===== config.mk =====
export PLATFORM = sky130hd
export DESIGN_NAME = hamming_secded_pipe_flat
export DESIGN_NICKNAME = d
export VERILOG_FILES = /design/src/rtl/hamming_pkg.sv /design/src/rtl/hamming_secded_pipe_if.sv /design/src/rtl/hamming_secded_decoder.sv /design/src/rtl/hamming_secded_pipe.sv /design/src/flat_wrapper.sv
export SDC_FILE = /design/constraint.sdc
export NUM_CORES = 1
export LEC_CHECK = 0
export ABC_AREA = 1
export BUFFER_PORTS_ARGS = -buffer_cell sky130_fd_sc_hd__buf_2
export CAP_MARGIN = 20
export CORE_AREA = 5 5 81 83
export CTS_CLUSTER_DIAMETER = 80
export DETAILED_ROUTE_END_ITERATION = 10
export DIE_AREA = 0 0 86 88
export GPL_ROUTABILITY_DRIVEN = 0
export HOLD_SLACK_MARGIN = 0.06
export PLACE_DENSITY = 0.83
export SLEW_MARGIN = 20
export SYNTH_ARGS = -nofsm -noshare
export SYNTH_HDL_FRONTEND = slang
export SYNTH_SLANG_ARGS = --single-unit

===== constraint.sdc =====
create_clock -name clk -period 1.9 [get_ports clk]
set_input_delay 0.285 -clock clk [delete_from_list [all_inputs] [get_ports clk]]
set_output_delay 0.285 -clock clk [all_outputs]
set_load 0.1 [all_outputs]

===== src/rtl/hamming_pkg.sv =====
// Shared definitions for the Hamming SECDED codec: width helpers, encoder,
// syndrome and data extraction functions, and the decode result record.
// The functions work on maximum-width vectors so one definition serves every P
// up to MAX_P. Bits above the active code width are kept at zero.
package hamming_pkg;

   localparam int MAX_P = 6;
   localparam int MAX_N = 1 << MAX_P;
   localparam int MAX_K = MAX_N - MAX_P - 1;

   typedef struct packed {
      logic [MAX_K-1:0] data;
      logic [MAX_P-1:0] syndrome;
      logic             corrected;
      logic             uncorrectable;
   } decode_t;

   function automatic int data_w(input int p);
      return (1 << p) - p - 1;
   endfunction

   function automatic int code_w(input int p);
      return 1 << p;
   endfunction

   function automatic logic is_pow2(input int pos);
      return (pos != 0) && ((pos & (pos - 1)) == 0);
   endfunction

   // Data bits go into the non-power-of-two positions in ascending order.
   // Parity j covers every position with bit j set. Position 0 holds the
   // overall parity of the whole word.
   function automatic logic [MAX_N-1:0] hamming_encode(input int p, input logic [MAX_K-1:0] d);
      logic [MAX_N-1:0] cw;
      logic             par;
      int               k;
      cw = '0;
      k  = 0;
      for (int pos = 1; pos < MAX_N; pos++) begin
         if (pos < code_w(p) && !is_pow2(pos)) begin
            cw[pos] = d[k];
            k       = k + 1;
         end
      end
      for (int j = 0; j < MAX_P; j++) begin
         if (j < p) begin
            par = 1'b0;
            for (int pos = 1; pos < MAX_N; pos++) begin
               if (pos < code_w(p) && pos[j]) begin
                  par = par ^ cw[pos];
               end
            end
            cw[1 << j] = par;
         end
      end
      cw[0] = ^cw;
      return cw;
   endfunction

   // The syndrome is the XOR of the indices of all set bits, excluding position 0.
   function automatic logic [MAX_P-1:0] syndrome(input int p, input logic [MAX_N-1:0] cw);
      logic [MAX_P-1:0] s;
      s = '0;
      for (int pos = 1; pos < MAX_N; pos++) begin
         if (pos < code_w(p) && cw[pos]) begin
            s = s ^ pos[MAX_P-1:0];
         end
      end
      return s;
   endfunction

   // Collects the data positions back into a packed data word.
   function automatic logic [MAX_K-1:0] extract_data(input int p, input logic [MAX_N-1:0] cw);
      logic [MAX_K-1:0] d;
      int               k;
      d = '0;
      k = 0;
      for (int pos = 1; pos < MAX_N; pos++) begin
         if (pos < code_w(p) && !is_pow2(pos)) begin
            d[k] = cw[pos];
            k    = k + 1;
         end
      end
      return d;
   endfunction

endpackage


===== src/rtl/hamming_secded_pipe_if.sv =====
// Input and output streams of the SECDED pipe. The master drives words in and
// accepts words out. The slave is the codec.
interface hamming_secded_pipe_if import hamming_pkg::*; #(parameter int P = 3);
   localparam int K = data_w(P);
   localparam int N = code_w(P);

   logic [K-1:0] in_data;
   logic [N-1:0] in_err;
   logic         in_valid;
   logic         in_ready;
   logic [K-1:0] out_data;
   logic         out_valid;
   logic         out_ready;
   logic [P-1:0] out_syndrome;
   logic         out_corrected;
   logic         out_uncorrectable;

   modport master (
      output in_data, in_err, in_valid, out_ready,
      input  in_ready, out_data, out_valid, out_syndrome, out_corrected, out_uncorrectable
   );

   modport slave (
      input  in_data, in_err, in_valid, out_ready,
      output in_ready, out_data, out_valid, out_syndrome, out_corrected, out_uncorrectable
   );
endinterface


===== src/rtl/hamming_secded_decoder.sv =====
// Combinational SECDED decoder. An odd overall parity marks a single error at
// position s, where s = 0 means the overall parity bit itself. An even overall
// parity with a nonzero syndrome marks a double error. For a double error the
// data is passed through uncorrected.
module hamming_secded_decoder import hamming_pkg::*; #(
   parameter  int P = 3,
   localparam int K = data_w(P),
   localparam int N = code_w(P)
) (
   input  logic [N-1:0] rx,
   output logic [K-1:0] data,
   output logic [P-1:0] syn,
   output logic         corrected,
   output logic         uncorrectable
);

   logic [MAX_N-1:0] rx_ext_s;
   logic [MAX_N-1:0] fixed_s;
   logic [MAX_P-1:0] syn_full_s;
   logic [MAX_K-1:0] data_full_s;

   // Compute the syndrome and overall parity, flip the bit in error, and extract the data.
   always_comb begin
      rx_ext_s         = '0;
      rx_ext_s[N-1:0]  = rx;
      syn_full_s       = syndrome(P, rx_ext_s);
      fixed_s          = rx_ext_s;
      corrected        = 1'b0;
      uncorrectable    = 1'b0;
      if (^rx) begin
         fixed_s[syn_full_s] = ~fixed_s[syn_full_s];
         corrected           = 1'b1;
      end else if (syn_full_s != '0) begin
         uncorrectable = 1'b1;
      end else begin
         corrected = 1'b0;
      end
      data_full_s = extract_data(P, fixed_s);
      data        = data_full_s[K-1:0];
      syn         = syn_full_s[P-1:0];
   end

endmodule


===== src/rtl/hamming_secded_pipe.sv =====
// Two-stage SECDED link. Stage 1 registers the encoded word with the injected
// errors. Stage 2 registers the decoded result. Each stage loads whenever the
// next stage is empty or draining. Saturating counters track corrected and
// uncorrectable words at the output handshake.
module hamming_secded_pipe import hamming_pkg::*; #(
   parameter  int P     = 3,
   parameter  int CNT_W = 16,
   localparam int K     = data_w(P),
   localparam int N     = code_w(P)
) (
   input  logic                  clk,
   input  logic                  rst,
   hamming_secded_pipe_if.slave  bus,
   input  logic                  clear_counts,
   output logic [CNT_W-1:0]      corr_count,
   output logic [CNT_W-1:0]      uncorr_count
);

   logic             s1_valid_r;
   logic [N-1:0]     s1_rx_r;
   logic             out_valid_r;
   logic [K-1:0]     out_data_r;
   logic [P-1:0]     out_syn_r;
   logic             out_corr_r;
   logic             out_unc_r;
   logic [CNT_W-1:0] corr_cnt_r;
   logic [CNT_W-1:0] unc_cnt_r;

   logic             s2_load_s;
   logic             s1_advance_s;
   logic             in_ready_s;
   logic             accept_s;
   logic             out_hs_s;
   logic [MAX_K-1:0] in_data_ext_s;
   logic [MAX_N-1:0] enc_full_s;
   logic [K-1:0]     dec_data_s;
   logic [P-1:0]     dec_syn_s;
   logic             dec_corr_s;
   logic             dec_unc_s;

   assign s2_load_s    = !out_valid_r || bus.out_ready;
   assign s1_advance_s = s1_valid_r && s2_load_s;
   assign in_ready_s   = !s1_valid_r || s1_advance_s;
   assign accept_s     = bus.in_valid && in_ready_s;
   assign out_hs_s     = out_valid_r && bus.out_ready;

   // Zero-extend the input data and encode it at the maximum width.
   always_comb begin
      in_data_ext_s         = '0;
      in_data_ext_s[K-1:0]  = bus.in_data;
      enc_full_s            = hamming_encode(P, in_data_ext_s);
   end

   hamming_secded_decoder #(.P(P)) u_decoder (
      .rx            (s1_rx_r),
      .data          (dec_data_s),
      .syn           (dec_syn_s),
      .corrected     (dec_corr_s),
      .uncorrectable (dec_unc_s)
   );

   // Stage 1: capture the encoded word with the errors applied, and hold it while stage 2 is stalled.
   always_ff @(posedge clk) begin
      if (rst) begin
         s1_valid_r <= 1'b0;
         s1_rx_r    <= '0;
      end else if (in_ready_s) begin
         s1_valid_r <= bus.in_valid;
         if (accept_s) begin
            s1_rx_r <= enc_full_s[N-1:0] ^ bus.in_err;
         end else begin
            s1_rx_r <= s1_rx_r;
         end
      end else begin
         s1_valid_r <= s1_valid_r;
      end
   end

   // Stage 2: register the decode result. All outputs hold until the handshake.
   always_ff @(posedge clk) begin
      if (rst) begin
         out_valid_r <= 1'b0;
         out_data_r  <= '0;
         out_syn_r   <= '0;
         out_corr_r  <= 1'b0;
         out_unc_r   <= 1'b0;
      end else if (s2_load_s) begin
         out_valid_r <= s1_valid_r;
         if (s1_valid_r) begin
            out_data_r <= dec_data_s;
            out_syn_r  <= dec_syn_s;
            out_corr_r <= dec_corr_s;
            out_unc_r  <= dec_unc_s;
         end else begin
            out_data_r <= out_data_r;
         end
      end else begin
         out_valid_r <= out_valid_r;
      end
   end

   // Saturating error counters. A clear takes priority over an increment in the same cycle.
   always_ff @(posedge clk) begin
      if (rst || clear_counts) begin
         corr_cnt_r <= '0;
         unc_cnt_r  <= '0;
      end else if (out_hs_s) begin
         if (out_corr_r && !(&corr_cnt_r)) begin
            corr_cnt_r <= corr_cnt_r + {{(CNT_W-1){1'b0}}, 1'b1};
         end else begin
            corr_cnt_r <= corr_cnt_r;
         end
         if (out_unc_r && !(&unc_cnt_r)) begin
            unc_cnt_r <= unc_cnt_r + {{(CNT_W-1){1'b0}}, 1'b1};
         end else begin
            unc_cnt_r <= unc_cnt_r;
         end
      end else begin
         corr_cnt_r <= corr_cnt_r;
      end
   end

   assign bus.in_ready          = in_ready_s;
   assign bus.out_valid         = out_valid_r;
   assign bus.out_data          = out_data_r;
   assign bus.out_syndrome      = out_syn_r;
   assign bus.out_corrected     = out_corr_r;
   assign bus.out_uncorrectable = out_unc_r;
   assign corr_count            = corr_cnt_r;
   assign uncorr_count          = unc_cnt_r;

endmodule


===== src/flat_wrapper.sv =====
// flat-port wrapper written by rule: the top's interface ports become plain ports
module hamming_secded_pipe_flat import hamming_pkg::*;
#(
   parameter  int P     = 3,
   parameter  int CNT_W = 16,
   localparam int K     = data_w(P),
   localparam int N     = code_w(P)
)
  (clk, rst, clear_counts, corr_count, uncorr_count, bus_in_data, bus_in_err, bus_in_valid, bus_out_ready, bus_in_ready, bus_out_data, bus_out_valid, bus_out_syndrome, bus_out_corrected, bus_out_uncorrectable);
  hamming_secded_pipe_if #(.P(P)) bus_i ();
  input  logic clk;
  input  logic rst;
  input  logic clear_counts;
  output logic [CNT_W-1:0] corr_count;
  output logic [CNT_W-1:0] uncorr_count;
  input wire logic [$bits(bus_i.in_data)-1:0] bus_in_data;
  input wire logic [$bits(bus_i.in_err)-1:0] bus_in_err;
  input wire logic [$bits(bus_i.in_valid)-1:0] bus_in_valid;
  input wire logic [$bits(bus_i.out_ready)-1:0] bus_out_ready;
  output wire logic [$bits(bus_i.in_ready)-1:0] bus_in_ready;
  output wire logic [$bits(bus_i.out_data)-1:0] bus_out_data;
  output wire logic [$bits(bus_i.out_valid)-1:0] bus_out_valid;
  output wire logic [$bits(bus_i.out_syndrome)-1:0] bus_out_syndrome;
  output wire logic [$bits(bus_i.out_corrected)-1:0] bus_out_corrected;
  output wire logic [$bits(bus_i.out_uncorrectable)-1:0] bus_out_uncorrectable;
  assign bus_i.in_data = bus_in_data;
  assign bus_i.in_err = bus_in_err;
  assign bus_i.in_valid = bus_in_valid;
  assign bus_i.out_ready = bus_out_ready;
  assign bus_in_ready = bus_i.in_ready;
  assign bus_out_data = bus_i.out_data;
  assign bus_out_valid = bus_i.out_valid;
  assign bus_out_syndrome = bus_i.out_syndrome;
  assign bus_out_corrected = bus_i.out_corrected;
  assign bus_out_uncorrectable = bus_i.out_uncorrectable;
  hamming_secded_pipe #(.P(P), .CNT_W(CNT_W)) u_core (.clk(clk), .rst(rst), .bus(bus_i), .clear_counts(clear_counts), .corr_count(corr_count), .uncorr_count(uncorr_count));
endmodule

==> metrics.txt <==
Yosys Warn Count 0; cell-by-cell listing of the critical path ha_2 -> nand3_2 -> inv_1 -> nand2_1 -> o21a_1 -> nand2_4 -> nor3_2 -> buf_4 -> a31oi_1 -> nor2_1; run status finished, final reports clean; global-route wire length before repair 11340 µm; TritonCTS clock tree built; net count reported at finish 486; highest-count cells in the layout ignoring fill and taps 85 x sky130_fd_sc_hd__nand2_1, 59 x sky130_fd_sc_hd__buf_2, 44 x sky130_fd_sc_hd__inv_1; area growth from synthesis to final layout 18.88%; final-layout worst hold slack 0.2798 ns; headroom to the max-slew limit 63.56%; cell family with the largest share of critical-path delay simple AND/OR/NAND/NOR gates; routed wire length 6707 µm; endpoint of the worst-slack reg-to-reg timing path u_core.uncorr_count[10]; number of cell instances on the worst register-to-register path 10; Register-to-Register Setup Slack 0.19 ns; Critical Path Start Type flip-flop; average wire length per cell after detail routing 12.35 µm; arrival time of the worst setup path 1.92 ns; required time worst endpoint 2.10 ns; FFs w/ async S/R, synth 0%; Max-cap violations 0; cell row count 28; number of endpoints with negative hold slack in the final report 0; fin crit period 1.711 ns; area of all placed cells without fillers 3458 µm²; leading cell types by total area after synthesis sky130_fd_sc_hd__dfxtp_1 35%, sky130_fd_sc_hd__nand2_1 11%, sky130_fd_sc_hd__a21oi_1 6.5%; Worst Setup End Kind flip-flop; Die ar. 7568 µm²; Bufs on Longest Clock Path 2; Clock Latency Late Sink 0.30 ns; Non-Filler Instances 543; post-synthesis cell type count 35; half-perimeter wire length of the detailed placement result 5180 µm; Layout Skew 0.007208 ns; Worst Tran Pin Value 0.5460 ns; clk sinks 51; core occupancy in the finished layout 59.83%; overflow left after global routing 0; main flop type after synthesis sky130_fd_sc_hd__dfxtp_1; vias post-DR 2817; Total Power 2.333 mW; number of I/O pins 60; Synthesized Nets 425; proportion of layout cells with a drive suffix above 1 31.41%; cell type with the highest aggregate area in the netlist sky130_fd_sc_hd__dfxtp_1; setup violation total in the final timing report 0; Clock Tree Root sky130_fd_sc_hd__clkbuf_8; Bufs and invs on worst path 2; number of flip-flops and latches in the synthesized netlist 51; fraction of synthesized cell area taken by the top area cell type 35.10%; areal power density over the cells 674.6 nW/µm²; maximum fanout along the worst path 10; Routed Antenna Nets 0; critical path capture point u_core.uncorr_count[10]; ratio of final minimum period to clock period 90.05%; count of filler cells inserted in the layout 527; placed instance area 3339 µm²; via-per-instance ratio 5.188; setup repair after global routing missed its margin false; count of unresolved DRC violations after routing 0; all-layer global routing usage 18.13%; Min-Delay Path Class primary input to flip-flop; number of inserted diodes 0; clock transition time at the flip-flop clock pins of the worst setup and hold paths 0.09 ns; average cell area after synthesis 7.165 µm²; total negative setup slack 0 ns; number of input and output port buffers inserted 59; share of synthesized area occupied by flip-flops and latches 35.10%; leakage power 1.436 nW; cell count after synthesis 406; height of the chip 88 µm; worst vdd rail ir drop 0.2901 mV; cell with the largest stage delay on the worst path sky130_fd_sc_hd__dfxtp_4; largest net degree at the start of global routing 17; DR pass1 iterations 4; H-tree lvl count 2; CP Launch Point u_core.uncorr_count[0]; DIE WIDTH 86 µm; Worst Setup Slack, final 0.1891 ns; initial antenna violation count 0; largest incremental delay on the critical path 0.39 ns; Post-Place Worst Slack 0.1076 ns; synthesized cell area 2909 µm²; most common cell after layout, fill and taps aside sky130_fd_sc_hd__nand2_1; CTS Buf Count 5; Worst Path Class, Setup flip-flop to flip-flop; core footprint 5781 µm²; worst reg2reg path startpoint u_core.uncorr_count[0]; Stages on worst setup path 10; Placed Instances 535; fin. max-slew vios 0; number of violations reported at the end of detailed-routing iteration 0 116; Post-CTS Repair Setup Buffers 0; highest achievable clock rate 0.5845 GHz; number of global-route vias before repair 2678; number of enable flip-flop cells after synthesis 0; initial core utilization 50.32%
-- layout make-up --
| class | count | area (µm²) | share of cell area (%) |
|---|---|---|---|
| timing repair buffer | 63 | 325.3 | 9.407 |
| inverter | 52 | 202.7 | 5.861 |
| tap | 75 | 93.84 | 2.713 |
| clock inverter | 1 | 5.005 | 0.1447 |
| clock buffer | 7 | 86.33 | 2.496 |
| sequential | 51 | 1081 | 31.26 |
| multi-input combinational | 294 | 1664 | 48.12 |
-- routing by layer --
| metal | up-vias | GRT usage (%) | wire length, µm |
|---|---|---|---|
| met5 | - | 0 | 0 |
| met4 | 0 | 7.770 | 125 |
| met3 | 10 | 3.104 | 325 |
| met2 | 81 | 33.64 | 3362 |
| met1 | 1271 | 20.31 | 2894 |
| li1 | 1455 | - | - |
-- registers in the layout, indices dropped and copies added, names as in the netlist --
register	flops
u_core.uncorr_count	16
u_core.s1_valid_r	1
u_core.bus.out_data	4
u_core.bus.out_corrected	1
u_core.s1_rx_r	8
u_core.bus.out_syndrome	3
u_core.bus.out_uncorrectable	1
u_core.corr_count	16
u_core.bus.out_valid	1
-- logic make-up (layout without fill, tap and decap cells) --
| group | count (synthesis) | after routing | synth area share, % |
|---|---|---|---|
| XOR/XNOR | 33 | 33 | 10.45 |
| flip-flops | 51 | 51 | 35.10 |
| buffers and inverters | 61 | 123 | 9.075 |
| AO/OA/AOI/OAI | 75 | 75 | 14.75 |
| AND/OR/NAND/NOR | 184 | 184 | 29.76 |
| adder cells (fa/ha/maj) | 2 | 2 | 0.8601 |
-- worst min-delay path by stage --
| stage | start | to | slack (ns) | cells past startpoint |
|---|---|---|---|---|
| final | rst | u_core.bus.out_data[3] | 0.28 | 2 |
| after global routing | rst | u_core.bus.out_data[0] | 0.29 | 2 |
| after CTS | rst | u_core.bus.out_data[3] | 0.29 | 2 |
| after detailed placement | u_core.uncorr_count[0] | u_core.uncorr_count[0] | 0.46 | 1 |
| after global placement | u_core.uncorr_count[0] | u_core.uncorr_count[0] | 0.44 | 1 |
| after floorplan | u_core.s1_rx_r[6] | u_core.s1_rx_r[6] | 0.49 | 2 |
-- power by group --
| part | leakage (nW) | switching (mW) | internal [mW] | total [mW] |
|---|---|---|---|---|
| Sequential | 0.434 | 0.0376 | 1.09 | 1.13 |
| Clock | 0.0482 | 0.356 | 0.295 | 0.651 |
| Combinational | 0.954 | 0.386 | 0.166 | 0.552 |
-- synthesized netlist by cell type, types with 2 or more instances --
master	instances
sky130_fd_sc_hd__nand2_2	13
sky130_fd_sc_hd__nor4_1	3
sky130_fd_sc_hd__nand4_1	12
sky130_fd_sc_hd__xnor2_2	2
sky130_fd_sc_hd__inv_2	4
sky130_fd_sc_hd__a31oi_1	4
sky130_fd_sc_hd__a21oi_2	6
sky130_fd_sc_hd__a21oi_1	38
sky130_fd_sc_hd__ha_1	2
sky130_fd_sc_hd__nor2_1	21
sky130_fd_sc_hd__nor3_2	3
sky130_fd_sc_hd__o211ai_1	4
sky130_fd_sc_hd__nand3_1	26
sky130_fd_sc_hd__clkbuf_1	3
sky130_fd_sc_hd__dfxtp_1	51
sky130_fd_sc_hd__o21a_1	4
sky130_fd_sc_hd__nor2_2	4
sky130_fd_sc_hd__buf_2	2
sky130_fd_sc_hd__nor3_1	13
sky130_fd_sc_hd__xnor2_1	14
sky130_fd_sc_hd__xor2_1	17
sky130_fd_sc_hd__inv_1	44
sky130_fd_sc_hd__nand2_1	85
sky130_fd_sc_hd__buf_4	2
sky130_fd_sc_hd__inv_4	3
sky130_fd_sc_hd__o21ai_0	17
-- repair_timing --
action,in CTS,in global routing
setup endpoints to repair,0,11
gates resized for setup,0,7
hold buffers,0,0
Power figures use the tool's default switching activity.
